==> src/rtl/sys_arr_pkg.sv <==
// Shared types and default sizing for the GSAU systolic-array tile sequencer.
package sys_arr_pkg;

  localparam int unsigned DIM_DEF          = 4;
  localparam int unsigned MAX_INFLIGHT_DEF = 16;
  localparam int unsigned TAG_W_DEF        = 8;

  typedef enum logic [1:0] {
    IDLE   = 2'd0,
    WLOAD  = 2'd1,
    STREAM = 2'd2,
    DRAIN  = 2'd3
  } gsau_seq_state_t;

  typedef logic [TAG_W_DEF-1:0] vdst_tag_t;

endpackage

==> src/rtl/sync_fifo.sv <==
// Synchronous FIFO with a combinational head read; the head of a push is visible one cycle later.
module sync_fifo #(
  parameter int unsigned DATAWIDTH = 8,
  parameter int unsigned FIFODEPTH = 16
) (
  input  logic                 clk,
  input  logic                 rstn,
  input  logic                 wr_en,
  input  logic [DATAWIDTH-1:0] wr_data,
  input  logic                 rd_en,
  output logic [DATAWIDTH-1:0] rd_data,
  output logic                 empty,
  output logic                 full
);

  localparam int unsigned PTR_W = (FIFODEPTH > 1) ? $clog2(FIFODEPTH) : 1;
  localparam int unsigned CNT_W = $clog2(FIFODEPTH + 1);

  logic [DATAWIDTH-1:0] mem [FIFODEPTH];
  logic [PTR_W-1:0]     wr_ptr;
  logic [PTR_W-1:0]     rd_ptr;
  logic [CNT_W-1:0]     count;
  logic                 wr_fire;
  logic                 rd_fire;

  function automatic logic [PTR_W-1:0] ptr_inc(input logic [PTR_W-1:0] p);
    return (p == PTR_W'(FIFODEPTH - 1)) ? '0 : p + PTR_W'(1);
  endfunction

  assign empty   = (count == '0);
  assign full    = (count == CNT_W'(FIFODEPTH));
  assign wr_fire = wr_en && !full;
  assign rd_fire = rd_en && !empty;
  assign rd_data = mem[rd_ptr];

  // Storage is not reset; empty/count guard every read.
  always_ff @(posedge clk) begin
    if (wr_fire) mem[wr_ptr] <= wr_data;
  end

  always_ff @(posedge clk or negedge rstn) begin
    if (!rstn) begin
      wr_ptr <= '0;
      rd_ptr <= '0;
      count  <= '0;
    end else begin
      if (wr_fire) wr_ptr <= ptr_inc(wr_ptr);
      if (rd_fire) rd_ptr <= ptr_inc(rd_ptr);
      if (wr_fire && !rd_fire)      count <= count + CNT_W'(1);
      else if (rd_fire && !wr_fire) count <= count - CNT_W'(1);
    end
  end

endmodule

==> src/rtl/gsau_tile_sequencer.sv <==
// Orders weight-load / stream / drain phases of the systolic array and tags returning rows.
// Optional perf counters enabled by defining GSAU_SEQ_PERF_EN.
module gsau_tile_sequencer
  import sys_arr_pkg::*;
#(
  parameter int unsigned DIM          = DIM_DEF,
  parameter int unsigned MAX_INFLIGHT = MAX_INFLIGHT_DEF,
  parameter int unsigned TAG_W        = TAG_W_DEF
) (
  input  logic                                 CLK,
  input  logic                                 RST,
  input  logic                                 cmd_valid,
  input  logic                                 cmd_weight,
  input  logic [TAG_W-1:0]                     cmd_vdst,
  output logic                                 cmd_ready,
  input  logic                                 sa_fifo_has_space,
  output logic                                 sa_weight_en,
  output logic                                 sa_input_en,
  input  logic                                 sa_out_valid,
  output logic                                 sa_output_ready,
  input  logic                                 wb_output_ready,
  output logic                                 wb_valid,
  output logic [TAG_W-1:0]                     wb_wbdst,
  output logic [$clog2(MAX_INFLIGHT+1)-1:0]    inflight,
  output logic                                 busy,
`ifdef GSAU_SEQ_PERF_EN
  output logic [31:0]                          perf_stall_cycles,
  output logic [31:0]                          perf_rows_issued,
  output logic [31:0]                          perf_tiles,
`endif
  output logic                                 err_orphan
);

  localparam int unsigned CNT_W = $clog2(MAX_INFLIGHT + 1);
  localparam int unsigned ROW_W = (DIM > 1) ? $clog2(DIM) : 1;

  gsau_seq_state_t  state;
  logic [ROW_W-1:0] wrow;
  logic             last_row;
  logic             act_ok;
  logic             tile_done;
  logic             pop;
  logic             orphan;
  logic             tag_empty;
  logic             tag_full;
  logic [TAG_W-1:0] tag_head;
  logic             fifo_rstn;

  assign last_row = (wrow == ROW_W'(DIM - 1));
  assign act_ok   = sa_fifo_has_space && !tag_full && (inflight < CNT_W'(MAX_INFLIGHT));

  // Combinational command handshake; everything is held low while reset is asserted.
  always_comb begin
    cmd_ready = 1'b0;
    case (state)
      IDLE, WLOAD: cmd_ready = cmd_weight && sa_fifo_has_space;
      STREAM:      cmd_ready = !cmd_weight && act_ok;
      default:     cmd_ready = 1'b0;
    endcase
    if (RST) cmd_ready = 1'b0;
    sa_weight_en = cmd_valid && cmd_ready && cmd_weight;
    sa_input_en  = cmd_valid && cmd_ready && !cmd_weight;
  end

  assign tile_done = sa_weight_en && (((state == WLOAD) && last_row) || ((state == IDLE) && (DIM == 1)));

  assign sa_output_ready = wb_output_ready && !RST;
  assign wb_valid        = sa_out_valid && !tag_empty && !RST;
  assign wb_wbdst        = tag_empty ? '0 : tag_head;
  assign pop             = sa_out_valid && sa_output_ready && !tag_empty;
  assign orphan          = sa_out_valid && sa_output_ready && tag_empty;
  assign busy            = (state != IDLE);
  assign fifo_rstn       = ~RST;

  always_ff @(posedge CLK or posedge RST) begin
    if (RST) begin
      state      <= IDLE;
      wrow       <= '0;
      inflight   <= '0;
      err_orphan <= 1'b0;
    end else begin
      if (orphan) err_orphan <= 1'b1;

      if (sa_input_en && !pop)      inflight <= inflight + CNT_W'(1);
      else if (pop && !sa_input_en) inflight <= inflight - CNT_W'(1);

      case (state)
        IDLE: begin
          if (cmd_valid && cmd_weight) begin
            if (tile_done) begin
              state <= STREAM;
              wrow  <= '0;
            end else begin
              state <= WLOAD;
              wrow  <= sa_weight_en ? ROW_W'(1) : '0;
            end
          end
        end
        WLOAD: begin
          if (sa_weight_en) begin
            if (last_row) begin
              state <= STREAM;
              wrow  <= '0;
            end else begin
              wrow <= wrow + ROW_W'(1);
            end
          end
        end
        STREAM: begin
          // A weight row at the head ends the stream phase; it waits for the array to empty.
          if (cmd_valid && cmd_weight) state <= DRAIN;
        end
        DRAIN: begin
          if (inflight == '0) state <= WLOAD;
        end
        default: state <= IDLE;
      endcase
    end
  end

  sync_fifo #(
    .DATAWIDTH (TAG_W),
    .FIFODEPTH (MAX_INFLIGHT)
  ) u_tag_fifo (
    .clk     (CLK),
    .rstn    (fifo_rstn),
    .wr_en   (sa_input_en),
    .wr_data (cmd_vdst),
    .rd_en   (pop),
    .rd_data (tag_head),
    .empty   (tag_empty),
    .full    (tag_full)
  );

`ifdef GSAU_SEQ_PERF_EN
  always_ff @(posedge CLK or posedge RST) begin
    if (RST) begin
      perf_stall_cycles <= '0;
      perf_rows_issued  <= '0;
      perf_tiles        <= '0;
    end else begin
      if (cmd_valid && !cmd_ready) perf_stall_cycles <= perf_stall_cycles + 32'd1;
      if (sa_input_en)             perf_rows_issued  <= perf_rows_issued + 32'd1;
      if (tile_done)               perf_tiles        <= perf_tiles + 32'd1;
    end
  end
`endif

endmodule

==> config.mk <==
export PLATFORM = sky130hd
export DESIGN_NAME = gsau_tile_sequencer
export DESIGN_NICKNAME = d
export VERILOG_FILES = /design/src/rtl/sys_arr_pkg.sv /design/src/rtl/sync_fifo.sv /design/src/rtl/gsau_tile_sequencer.sv
export SDC_FILE = /design/constraint.sdc
export NUM_CORES = 1
export LEC_CHECK = 0
export CAP_MARGIN = 20
export CORE_ASPECT_RATIO = 0.6
export CORE_UTILIZATION = 64
export DETAILED_ROUTE_END_ITERATION = 8
export PLACE_DENSITY = 0.86
export SYNTH_ARGS = -nofsm -noshare
export SYNTH_HDL_FRONTEND = slang
export SYNTH_SLANG_ARGS = --single-unit
==> constraint.sdc <==
create_clock -name CLK -period 4.5 [get_ports CLK]
set_input_delay 1.125 -clock CLK [delete_from_list [all_inputs] [get_ports CLK]]
set_output_delay 1.125 -clock CLK [all_outputs]
set_load 0.005 [all_outputs]
==> results.cfg <==
[floorplan]
rows = 28
start_util_pct = 66.6
core_area_um2 = 9950
io_pins = 35
die_y_um = 80.8
die_w_um = 133
die_area_um2 = 10800

[synthesis]
synth_enable_flop_cells = 128
syn_avg_cell_area_um2 = 16.8
synth_area_um2 = 6630
synthesis.instances = 395
yosys.cell_types.count = 54
synth-seq-area-share_pct = 66.7
syn_nets = 431
ys_ff_latch = 151
synth_warnings = 0
synth-main-ff-cell = edfxtp_1
async_flop_share_pct = 15.2

[sta]
setup_viol = 0
tightest_slew_ns = 0.826
rsz0062_at_grt = false
timing.fmax_ghz = 0.239
fin_skew_ns = 0.0137
max-slew-margin-rel_pct = 44.9
tns_ns = 0
timing.final.crit_period_ns = 4.19
period_share_pct = 93.2
finalHoldViolations = 0
finalMaxSlewViolations = 0

[power]
vdd_drop_max_mv = 0.577
power.leakage_uw = 0.00269
powerDensity_nw_per_um2 = 405
p_total_uw = 3140

[placement]
dpl.hpwl_mm = 9.00
gp_congestion = 0.869
portBuffers = 34

[cts]
clkLatencyLatePin_ns = 0.42
cts_hold_buffers = 0
clock_sinks = 151
cts_setup_buffers = 0
cts.reportedPaths.clkPinSlew_ns = 0.06
cts_buffer_depth = 2
h-tree-depth = 4
clk_root_buffer_cell = clkbuf_16
cts_buffers = 17
cts_tree = built
cts_resized = 0

[hold_path]
hp-class = flip-flop to flip-flop

[finish]
layout-drive-gt1-share_pct = 22.2
syn_to_final_growth_pct = 17.3
antenna_cells = 0
nets = 488
final_util_pct = 78.1
nFillCells = 556

[worst_setup_path]
crit_type = primary input to primary output
crit_required_ns = 3.38
path_max_fanout = 8
cp-start-kind = primary input
critical_path_arrival_ns = 3.07
endpoint_kind = primary output

[grt]
grt_antenna_before_repair = 0
grt_pass1_vias = 3804
grt_max_degree = 24
grt_pass1_wl_mm = 22.0
grt_usage_pct = 29.3
grt_overflow = 0

[route]
ant_nets = 0
wl_mm = 14.2
routed_via_density = 6.37
first_pass_iters = 6
routed-via-count = 3821
drtIter0Drc = 380
drc = 0
wire_per_inst_um = 23.7

[outcome]
status = completed

[job]
cap_violations = 0
area by class of cell:
type                       count  area [µm²]  share of cell area (%)
clock buffer                  17         425                    5.48
clock inverter                15         153                    1.96
inverter                      10        37.5                   0.483
multi-input combinational    213        2030                    26.1
sequential                   151        4420                    56.9
tap                          135         169                    2.17
timing repair buffer          59         541                    6.96
metrics by stage:
step | hold WS (ns) | worst slack [ns] | instances | instance area, µm²
after floorplan | 0.451 | 1.01 | 395 | 6630
after global routing | 0.489 | 0.214 | 600 | 7770
after global placement | 0.455 | 0.381 | 568 | 7190
after CTS | 0.466 | 0.321 | 600 | 7770
final | 0.463 | 0.307 | 600 | 7770
after detailed placement | 0.452 | 0.364 | 568 | 7190
placed cells by master, fill, tap and decap left out, types with 11 or more instances in the layout:
cell | netlist | final
ha_1 | 19 | 19
edfxtp_1 | 128 | 128
a21oi_1 | 12 | 12
buf_4 | 3 | 24
mux2i_1 | 14 | 14
nand2_1 | 21 | 21
nor2_1 | 16 | 16
mux4_2 | 30 | 30
nor3_1 | 11 | 11
clkbuf_16 | 0 | 17
o21ai_0 | 11 | 11
dfrtp_1 | 23 | 23
clkdlybuf4s50_1 | 0 | 34
Yosys cell counts, drive strengths merged (2+ instances only):
master | n | share of area, %
a211oi | 3 | 0.53
a21o | 7 | 0.79
a21oi | 12 | 0.91
a22o | 2 | 0.26
buf | 14 | 1.6
clkbuf | 7 | 0.57
dfrtp | 23 | 8.7
edfxtp | 128 | 58
fa | 2 | 0.60
ha | 19 | 3.6
inv | 10 | 0.57
mux2 | 11 | 1.9
mux2i | 14 | 2.1
mux4 | 30 | 10
nand2 | 21 | 1.2
nand2b | 3 | 0.28
nand3 | 7 | 0.53
nand3b | 2 | 0.23
nor2 | 16 | 0.91
nor2b | 2 | 0.19
nor3 | 11 | 0.83
o21ai | 19 | 1.5
o31ai | 2 | 0.23
or2 | 2 | 0.19
or4 | 2 | 0.23
xnor2 | 6 | 0.79
xor2 | 2 | 0.26
state kept, by name, indices dropped and copies added (netlist names):
name               flops
u_tag_fifo.mem       128
inflight               5
u_tag_fifo.count       5
u_tag_fifo.rd_ptr      4
u_tag_fifo.wr_ptr      4
state                  2
wrow                   2
err_orphan             1
final timing paths:
path                            start                    to  slack, ns  cells after the start
setup / recovery                  RST           sa_input_en       0.31                      4
min in group asynchronous         RST            err_orphan       1.15                      3
setup reg to reg             state[1]           inflight[4]       1.17                     10
max in group asynchronous         RST  u_tag_fifo.wr_ptr[1]       3.10                      3
hold reg to reg            err_orphan            err_orphan       0.46                      1
hold / removal             err_orphan            err_orphan       0.46                      1
layer usage:
metal | vias up | part of all wire [%] | track usage [%]
met1 | 1932 | 43 | 41.5
met2 | 208 | 48 | 45.5
li1 | 1660 | - | -
met3 | 21 | 8.7 | 7.74
met5 | - | 0 | 0
met4 | 0 | 1.1 | 8.86
critical path, stage by stage:
cell	delay, ns
clkdlybuf4s50_1	0.45
or3b_1	0.52
a211oi_1	0.39
clkdlybuf4s50_1	0.58
logic make-up after synthesis:
group                      synth area share, %
muxes                                     14.2
adders and majority gates                 4.19
DFF                                       66.7
AOI/OAI and AO/OA                         5.51
and+or+nand+nor                           5.63
buffers and inverters                     2.74
xor gates and xnor gates                  1.06
power breakdown:
part,leakage (µW),switching [µW],internal [µW]
clock,0.000275,575,817
sequential,0.00144,23.3,1540
combinational,0.000971,108,84.7
Power figures use the tool's default switching activity.
